==> config.mk <==
export PLATFORM = sky130hd
export DESIGN_NAME = ps2_keycode_rx
export DESIGN_NICKNAME = d
export VERILOG_FILES = /design/src/rtl/ps2_keycode_rx.sv
export SDC_FILE = /design/constraint.sdc
export NUM_CORES = 1
export LEC_CHECK = 0
export BUFFER_PORTS_ARGS = -buffer_cell sky130_fd_sc_hd__buf_4
export CAP_MARGIN = 10
export CORE_MARGIN = 4
export CORE_UTILIZATION = 60
export DETAILED_ROUTE_END_ITERATION = 10
export PLACE_DENSITY_LB_ADDON = 0.2
export SYNTH_ARGS = -nofsm -noshare
export SYNTH_HDL_FRONTEND = slang
export SYNTH_SLANG_ARGS = --single-unit
==> constraint.sdc <==
create_clock -name CLK -period 5.25 [get_ports CLK]
set_clock_uncertainty 0.2 [all_clocks]
set_input_delay 1.05 -clock CLK [delete_from_list [all_inputs] [get_ports CLK]]
set_output_delay 1.05 -clock CLK [all_outputs]
set_load 0.05 [all_outputs]
==> src/rtl/ps2_keycode_rx.sv <==
// PS/2 keyboard receiver: synchronizes and filters the PS/2 lines,
// deframes 11-bit frames and decodes make/break/extended key codes.
module ps2_keycode_rx #(
  parameter int FILTER_LEN  = 8,
  parameter int TIMEOUT_CYC = 100000
) (
  input  logic       CLK,
  input  logic       RST,
  input  logic       ps2clk,
  input  logic       data,
  output logic [7:0] keycode,
  output logic       newkeyStrobe,
  output logic       ext_o,
  output logic       frame_err
);

  localparam int FCW = $clog2(FILTER_LEN + 1);
  localparam int WDW = $clog2(TIMEOUT_CYC + 1);
  localparam logic [FCW-1:0] FC_LAST = FCW'(FILTER_LEN - 1);
  localparam logic [WDW-1:0] WD_MAX  = WDW'(TIMEOUT_CYC);

  typedef enum logic [1:0] {
    IDLE,
    SHIFT,
    PARITY,
    STOP
  } state_t;

  logic           clk_s1, clk_s2;
  logic           dat_s1, dat_s2;
  logic           flt_q;
  logic [FCW-1:0] fcnt_q;
  logic           differ;
  logic           flip;
  logic           fall;

  state_t         state_q, state_d;
  logic [2:0]     bit_q, bit_d;
  logic [7:0]     sh_q, sh_d;
  logic           par_q, par_d;
  logic [WDW-1:0] wd_q, wd_d;
  logic           done_q, done_d;
  logic           ok_q, ok_d;
  logic           timeout;

  logic           brk_pend;
  logic           ext_pend;

  // two-stage synchronizers for both PS/2 lines; idle level is high
  always_ff @(posedge CLK or posedge RST) begin
    if (RST) begin
      clk_s1 <= 1'b1;
      clk_s2 <= 1'b1;
      dat_s1 <= 1'b1;
      dat_s2 <= 1'b1;
    end else begin
      clk_s1 <= ps2clk;
      clk_s2 <= clk_s1;
      dat_s1 <= data;
      dat_s2 <= dat_s1;
    end
  end

  assign differ = (clk_s2 != flt_q);
  assign flip   = differ && (fcnt_q == FC_LAST);
  assign fall   = flip && flt_q;

  // glitch filter: level flips after FILTER_LEN consecutive differing samples
  always_ff @(posedge CLK or posedge RST) begin
    if (RST) begin
      flt_q  <= 1'b1;
      fcnt_q <= '0;
    end else if (!differ) begin
      fcnt_q <= '0;
    end else if (flip) begin
      flt_q  <= ~flt_q;
      fcnt_q <= '0;
    end else begin
      fcnt_q <= fcnt_q + FCW'(1);
    end
  end

  assign timeout = (state_q != IDLE) && (wd_q == WD_MAX);

  // frame FSM state and datapath registers
  always_ff @(posedge CLK or posedge RST) begin
    if (RST) begin
      state_q <= IDLE;
      bit_q   <= '0;
      sh_q    <= '0;
      par_q   <= 1'b0;
      wd_q    <= '0;
      done_q  <= 1'b0;
      ok_q    <= 1'b0;
    end else begin
      state_q <= state_d;
      bit_q   <= bit_d;
      sh_q    <= sh_d;
      par_q   <= par_d;
      wd_q    <= wd_d;
      done_q  <= done_d;
      ok_q    <= ok_d;
    end
  end

  // next-state: one step per filtered falling edge; watchdog abort wins
  always_comb begin
    state_d = state_q;
    bit_d   = bit_q;
    sh_d    = sh_q;
    par_d   = par_q;
    done_d  = 1'b0;
    ok_d    = 1'b0;
    if (state_q == IDLE || flip) begin
      wd_d = '0;
    end else if (!timeout) begin
      wd_d = wd_q + WDW'(1);
    end else begin
      wd_d = wd_q;
    end
    if (timeout) begin
      state_d = IDLE;
      bit_d   = '0;
    end else if (fall) begin
      unique case (state_q)
        IDLE: begin
          if (!dat_s2) begin
            state_d = SHIFT;
            bit_d   = '0;
          end
        end
        SHIFT: begin
          sh_d  = {dat_s2, sh_q[7:1]};
          bit_d = bit_q + 3'd1;
          if (bit_q == 3'd7) begin
            state_d = PARITY;
          end
        end
        PARITY: begin
          par_d   = dat_s2;
          state_d = STOP;
        end
        STOP: begin
          done_d  = 1'b1;
          ok_d    = (^{sh_q, par_q}) & dat_s2;
          state_d = IDLE;
          bit_d   = '0;
        end
      endcase
    end
  end

  // byte decoder: prefixes, break suppression, error reporting
  always_ff @(posedge CLK or posedge RST) begin
    if (RST) begin
      keycode      <= 8'h00;
      newkeyStrobe <= 1'b0;
      ext_o        <= 1'b0;
      frame_err    <= 1'b0;
      brk_pend     <= 1'b0;
      ext_pend     <= 1'b0;
    end else begin
      newkeyStrobe <= 1'b0;
      frame_err    <= 1'b0;
      if (done_q) begin
        if (!ok_q) begin
          frame_err <= 1'b1;
          brk_pend  <= 1'b0;
          ext_pend  <= 1'b0;
        end else if (sh_q == 8'hF0) begin
          brk_pend <= 1'b1;
        end else if (sh_q == 8'hE0) begin
          ext_pend <= 1'b1;
        end else if (brk_pend) begin
          brk_pend <= 1'b0;
          ext_pend <= 1'b0;
        end else begin
          keycode      <= sh_q;
          ext_o        <= ext_pend;
          newkeyStrobe <= 1'b1;
          ext_pend     <= 1'b0;
        end
      end
    end
  end

endmodule

# Word level (Yosys, flattened, before mapping)
# Cells that the tools add are included.
[op_classes]
addsub = 3
n_eq_ne = 14
mux = 32
bitwise_logic = 6
reduce_logical = 17
[ops]
columns = ["cell", "n"]
rows = [
  ["17-bit two-way mux", 2],
  ["1-bit two-way mux", 19],
  ["17-bit by 1-bit adder with 17-bit output, second input constant", 1],
  ["17-bit equality test, second input constant", 1],
  ["8-bit equality test, second input constant", 2],
  ["3-bit AND reduction", 4],
  ["3-bit two-way mux", 3],
  ["3-bit inequality test, second input constant", 3],
  ["3-bit case mux with 3 select lines", 1],
  ["9-bit parity", 1],
  ["2-bit two-way mux", 4],
  ["4-bit two-way mux", 2],
  ["2-bit case mux with 4 select lines", 1],
  ["2-bit AND reduction", 3],
  ["1-bit inverter", 5],
  ["5-bit AND reduction", 1],
  ["4-bit by 1-bit adder with 4-bit output, second input constant", 1],
  ["2-bit equality test, second input constant", 2],
  ["4-bit by 3-bit equality test with 1-bit output, second input constant", 1],
  ["2-bit nonzero test", 2],
  ["4-bit nonzero test", 1],
  ["3-bit by 1-bit adder with 3-bit output, second input constant", 1],
  ["3-bit equality test, second input constant", 1],
  ["1-bit logical AND", 3],
  ["7 further kinds", 7],
]
[word_totals]
regBits = 55
out_inout_bits = 11
elab_cells = 91

# Longest topological paths before layout
# Gate-level depths: netlist of the first run.
[logic_depth]
ltp_word = 5
depth_mapped = 7

# Worst setup path before layout of the first run
# No wires, ideal clock.
[synth_timing]
path_type = "reg-to-reg"
from = "register fcnt_q[0]"
to = "register par_q"
arrival_time_ps = 1747
required_time_ps = 4925
slack_ps = 3178
stages_incl_launch_ff = 6
path_buffers = 0
period_less_slack_ps = 2072
cell_sequence = "dfrtp_1 ha_1 nand3b_4 or3b_4 or3_1 mux2_4"
[synth_via]
elab_chain_len = 4
[synth_lines]
columns = ["item", "line_no", "rtl"]
rows = [
  ["start: declaration", "32", "logic [FCW-1:0] fcnt_q;"],
  ["start signal: assignment", "79", "fcnt_q <= fcnt_q + FCW'(1);"],
  ["4-bit by 3-bit equality test with 1-bit output", "65", "assign flip = differ && (fcnt_q == FC_LAST);"],
  ["1-bit logical AND", "65", ""],
  ["1-bit logical AND", "66", "assign fall = flip && flt_q;"],
  ["3-bit AND reduction (no line)", "n/a", ""],
  ["end signal: assignment", "99", "par_q <= par_d;"],
  ["end: declaration", "40", "logic par_q, par_d;"],
]
# Every way passes these cells.
# A chain may end at the register's enable or synchronous reset.

# Final worst setup path of the first run
[layout_timing]
from = "register fcnt_q[0]"
to = "register wd_q[0]"
[layout_via]
elab_chain_len = 4
elab_cells_between_ends = 5
classes_between = "2 x eq/ne; 1 x mux; 2 x reduce/logical"
[layout_lines]
columns = ["item", "line_no", "rtl"]
rows = [
  ["4-bit by 3-bit equality test with 1-bit output (*)", "65", ""],
  ["1-bit logical AND (*)", "65", ""],
  ["1-bit logical OR (*)", "114", "if (state_q == IDLE || flip) begin"],
  ["2-bit by 1-bit inequality test with 1-bit output (no line) or 17-bit two-way mux (tied branches)", "n/a", ""],
  ["end signal: assignment", "100", "wd_q <= wd_d;"],
  ["end: declaration", "41", "logic [WDW-1:0] wd_q, wd_d;"],
]
# Mark *: on every way between the ends. The rest lies on a longest branch, timed or not.

==> flow_summary.yaml, run 1 <==
critical_path:
  path_delay_family: "compound AO/OA/AOI/OAI gates"
  cp_slowest_stage_delay_ns: 0.96
  crit_buf_inv: 0
  cp_cell_sequence: "ha_1 > nand3b_4 > o21bai_1 > nor2_1"
  crit_slowest_cell: "o21bai_1"
  required_ns: 5.18
  worst-path-max-fanout: 17
  start_kind: "flip-flop"
  crit_type: "reg2reg"
  critPathCaptureType: "flip-flop"
  arrival_ns: 2.23
timing:
  hold_viol: 0
  finalSetupViolCount: 0
  tns_ns: 0
  max_freq_mhz: 436
  rsz0062_at_grt: "no"
  maxSlewViolCount: 0
  worst_slew_pin_slew_ns: 1.23
  period_needed_ns: 2.30
  maxSlewHeadroom_pct: 17.7
  period_share_pct: 43.7
logic_synthesis:
  yosysSeqAreaShare_pct: 54.7
  synth_area_leaders: "dfrtp_1 50%, mux2_2 7.1%, xnor2_1 6.2%"
  synth_top_area_share_pct: 49.5
  postSynthAreaPerCell_sq_um: 12.0
  synth.cell_area_sq_mm: 0.00253
  synthArstFlopShare_pct: 100
  yosysUniqueCellTypes: 43
  yosys_warnings: 0
  syn-num-nets: 223
  synth_largest_area_cell: "dfrtp_1"
  synth-edff-count: 0
  netlist_instances: 210
  synth-seq-cells: 55
  synth_flop_cell: "dfrtp_1"
cts:
  htree_levels: 2
  cts_tree: "yes"
  path_clk_slew_ns: 0.10
  clk_latency_ns: 0.31
  cts.repair.resized: 0
  root_buffer: "clkbuf_8"
  cts_buffers: 5
  cts.sinks: 55
  postCtsSetupBuffers: 0
  clock_path_buffers: 2
  hold_buffers: 0
route:
  drc: 0
  routed.top_layer: "met4"
  wl_per_cell_um: 16.1
  vias_per_cell: 5.89
  route.met3.wl_um: 201
  dr_wl_met2_um: 2430
  wirelength_um: 4550
  first_iter_violations: 87
  num_vias: 1662
  wl_met1_um: 1780
  dr.pass1.iters: 4
  postRouteAntennaNets: 0
layout:
  final_common_cell: "dfrtp_1"
  nets: 244
  stdcell_area_sq_mm: 0.00283
  area_growth_pct: 11.9
  diodes: 0
  layout_common_cells: "50 x dfrtp_1, 23 x nor2_1, 18 x xnor2_1"
  fillers: 279
  drive_above_1_share_pct: 24.1
  post-route-util_pct: 70.2
die:
  rows: 23
  dieArea_sq_mm: 0.00531
  dieWidth_um: 72.9
  io_pins: 15
  start_util_pct: 62.7
  coreArea_sq_mm: 0.00403
  die_h_um: 72.9
placed_design:
  gp_congestion: 0.796
  io_buffers: 14
  hpwl_um: 3260
  place_area_sq_mm: 0.00269
global_route:
  grt_util_all_layers_pct: 19.2
  grt_overflow: 0
  grt_pass1_wl_um: 7810
  grt_pass1_vias: 1735
  grt_max_degree: 56
  antenna_found_initial: 0
power_and_ir_drop:
  powerDensity_mw_per_mm2: 278
  ir_worst_vdd_mv: 0.184
  p_leak_nw: 1.31
outcome:
  outcome: "finished clean"
run:
  drv_cap: 0
worst_hold_path:
  min_path_type: "reg2reg"
## metal layers
layer / GRT usage, % / up-vias
met3: 4.27 / 15
met5: 0 / -
met2: 34.3 / 48
li1: - / 774
met1: 21.5 / 825
met4: 9.22 / 0
## kinds of logic (layout without fill, tap and decap cells)
group	count (synthesis)	count (layout)	share of synthesized area (%)
fa+ha+maj	9	9	4.46
simple gates	70	70	16.7
flops	55	55	54.7
buf+inv	11	33	1.63
mux	19	19	8.56
compound gates	25	25	6.68
xor+xnor	21	21	7.28
## worst paths after layout
path / slack, ns / startpoint / cells past startpoint / endpoint
max: 2.95 / fcnt_q[0] / 4 / wd_q[0]
min: 0.16 / clk_s1 / 0 / clk_s2
max reg2reg: 2.95 / fcnt_q[0] / 4 / wd_q[0]
min reg2reg: 0.16 / clk_s1 / 0 / clk_s2
max in group asynchronous: 3.81 / RST / 3 / flt_q
min in group asynchronous: 0.48 / RST / 2 / fcnt_q[0]
## synthesized netlist by cell type (3+ instances only)
| cell | number |
|---|---|
| ha_1 | 9 |
| dfrtp_1 | 50 |
| nand2_1 | 6 |
| nand3_1 | 5 |
| mux2_2 | 16 |
| or3_1 | 6 |
| nand4_1 | 3 |
| xor2_1 | 3 |
| xnor2_1 | 18 |
| a21oi_1 | 9 |
| inv_1 | 10 |
| o21ai_0 | 6 |
| nor3_1 | 3 |
| nor2b_1 | 3 |
| dfstp_2 | 5 |
| nor2_1 | 23 |
## through the flow
stage | power, mW | setup slack (ns) | hold WS [ns] | cells
2_1_floorplan | 0.494 | 2.67 | 0.145 | 210
3_3_place_gp | 0.502 | 3.01 | 0.146 | 273
3_5_place_dp | 0.506 | 2.95 | 0.147 | 273
4_1_cts | 0.790 | 2.94 | 0.159 | 281
5_1_grt | 0.817 | 2.84 | 0.162 | 282
6_report | 0.786 | 2.95 | 0.158 | 282
## area by class of cell
class                      instances  area [sq um]  area share [%]
timing repair buffer              15           125            4.42
inverter                          10          37.5            1.33
tap                               50          62.6            2.21
clock inverter                     2          35.0            1.24
clock buffer                       6          82.6            2.92
sequential                        55          1380            48.9
multi-input combinational        144          1100            39.0
## report_power, final
| part | leakage [nW] | total, mW | switching, mW | internal, mW |
|---|---|---|---|---|
| Clock | 0.0612 | 0.285 | 0.131 | 0.154 |
| Sequential | 0.749 | 0.455 | 0.0140 | 0.441 |
| Combinational | 0.498 | 0.0454 | 0.0247 | 0.0208 |
| Total | 1.31 | 0.786 | 0.169 | 0.616 |
## state kept, by name, indices dropped and copies added (netlist names), 2 cells and up
signal,flops
bit_q,3
fcnt_q,4
keycode,8
sh_q,8
state_q,2
wd_q,17
## worst reg2reg max path, stage by stage (launching register included)
cell and delay (ns):
dfrtp_1 0.39, ha_1 0.29, nand3b_4 0.13, o21bai_1 0.96, nor2_1 0.15
Note: power is estimated with default switching activity, not from simulation.
==> run 2: changes to the inputs <==
==> constraint.sdc (replaced) <==
create_clock -name CLK -period 2.4 [get_ports CLK]
set_clock_uncertainty 0.2 [all_clocks]
set_input_delay 0.48 -clock CLK [delete_from_list [all_inputs] [get_ports CLK]]
set_output_delay 0.48 -clock CLK [all_outputs]
set_load 0.05 [all_outputs]
==> run 2 against run 1 <==
  * Die area did not move
  * Wire length fell by 2.1%
  * Flip-flop and latch count did not move
  * Cell count rose by 0.35%
  * Global-route usage fell by 0.40 points
  * Cell area rose by 0.93%
  * Sequential power rose by 120%
  * Sequential share of layout area fell by 0.45 points
  * First-iteration DRC count fell by 14%
  * Core utilization rose by 0.65 points
  * Setup slack got worse by 2.7 ns
==> flow_summary.yaml, run 2 (synthesis gave the netlist of run 1 again) <==
outcome:
  outcome: "finished clean"
cts:
  clk_latency_ns: 0.31
  htree_levels: 2
  hold_buffers: 0
  root_buffer: "clkbuf_8"
  cts_tree: "yes"
  cts.sinks: 55
  postCtsSetupBuffers: 0
  path_clk_slew_ns: 0.09
  cts_buffers: 5
  clock_path_buffers: 2
  cts.repair.resized: 0
timing:
  period_needed_ns: 2.18
  worst_slew_pin_slew_ns: 0.566
  max_freq_mhz: 459
  maxSlewViolCount: 0
  period_share_pct: 90.8
  hold_viol: 0
  finalSetupViolCount: 0
  tns_ns: 0
  maxSlewHeadroom_pct: 62.2
  rsz0062_at_grt: "no"
global_route:
  grt_max_degree: 30
  grt_pass1_vias: 1658
  antenna_found_initial: 0
  grt_overflow: 0
  grt_pass1_wl_um: 7610
  grt_util_all_layers_pct: 18.8
route:
  postRouteAntennaNets: 0
  num_vias: 1619
  vias_per_cell: 5.72
  drc: 0
  wl_per_cell_um: 15.7
  dr.pass1.iters: 4
  wirelength_um: 4450
  first_iter_violations: 75
critical_path:
  r2r_slack_ns: 0.22
  cp_slowest_stage_delay_ns: 0.44
  start_kind: "flip-flop"
  critPathCaptureType: "flip-flop"
  r2r-end: "par_q"
  crit_type: "reg2reg"
  crit_slowest_cell: "dfrtp_1"
  cp_cell_sequence: "inv_1 > ha_1 > nor4b_2 > nand4_2 > nor2_1 > or3_1 > mux2_4"
  crit_buf_inv: 1
  path_delay_family: "simple AND/OR/NAND/NOR gates"
  ff2ff_path_depth: 7
  worst-path-max-fanout: 6
  required_ns: 2.40
  r2r-start: "wd_q[0]"
  arrival_ns: 2.18
layout:
  regMostFlops: "wd_q"
  multi_input_area_sq_mm: 0.00110
  reg_top3: "wd_q (17), keycode (8), sh_q (8)"
  diodes: 0
  nets: 245
  fillers: 275
  stdcell_area_sq_mm: 0.00286
  drive_above_1_share_pct: 24.5
  layout_common_cells: "50 x dfrtp_1, 23 x nor2_1, 18 x xnor2_1"
  area_growth_pct: 13.0
  final_common_cell: "dfrtp_1"
  largest_reg_flops: 17
  seqCellArea_sq_mm: 0.00138
power_and_ir_drop:
  powerDensity_mw_per_mm2: 630
  ir_worst_vdd_mv: 0.693
  p_leak_nw: 1.31
placed_design:
  io_buffers: 14
  place_area_sq_mm: 0.00271
  hpwl_um: 3220
  gp_congestion: 0.813
die:
  io_pins: 15
  start_util_pct: 62.7
  coreArea_sq_mm: 0.00403
  die_h_um: 72.9
  dieArea_sq_mm: 0.00531
  rows: 23
  dieWidth_um: 72.9
run:
  drv_cap: 0
worst_hold_path:
  min_path_type: "in2async"
==> run 2: cell count changes in the layout (fill, tap and decap cells not counted) <==
cell / change
buf_4: +1
clkinv_2: -1
bufinv_16: +1
clkinvlp_4: +1
clkbuf_8: -1
==> run 2: metrics by stage <==
step                total power, mW  utilization [%]  cells  hold slack (ns)  worst slack, ns
global placement               1.10             67.3    274            0.146            0.281
detailed placement             1.11             67.3    274            0.151            0.140
global route                   1.88             70.9    283           0.0565           0.0361
floorplan                      1.08                -    210            0.145            0.328
finish                         1.80             70.9    283           0.0272            0.220
CTS                            1.82             70.7    282           0.0418            0.138
==> run 2: how the worst max path moves through the flow <==
stage                     endpoint  startpoint  cells after the start  slack (ns)
after floorplan              par_q   fcnt_q[0]                      5        0.33
after global placement       par_q   fcnt_q[0]                      5        0.28
after detailed placement   wd_q[7]   fcnt_q[0]                      4        0.14
after CTS                  wd_q[7]   fcnt_q[0]                      4        0.14
after global routing      bit_q[0]   fcnt_q[0]                      6        0.04
final                        par_q     wd_q[0]                      7        0.22
==> run 2: routing by layer <==
metal  wire length [um]  global-route usage [%]  share of wire (%)
met1               1890                    22.4                 42
met2               2320                    32.6                 52
met3                160                    4.82                3.6
met4                 77                    6.97                1.7
met5                  0                       0                  0
==> run 2: area by class of cell <==
cell class / instances / share of cell area [%]
clock buffers: 5 / 2.41
well taps: 50 / 2.19
flip-flops and latches: 55 / 48.4
clock inverters: 3 / 2.37
multi-input cells: 144 / 38.7
inverters: 10 / 1.31
repair buffers: 16 / 4.65
==> run 2: where the power goes <==
| part | switching, mW | internal (mW) | leakage [nW] |
|---|---|---|---|
| Sequential | 0.0300 | 0.965 | 0.749 |
| Combinational | 0.0536 | 0.0463 | 0.502 |
| Clock | 0.289 | 0.416 | 0.0644 |
| Total | 0.372 | 1.43 | 1.31 |
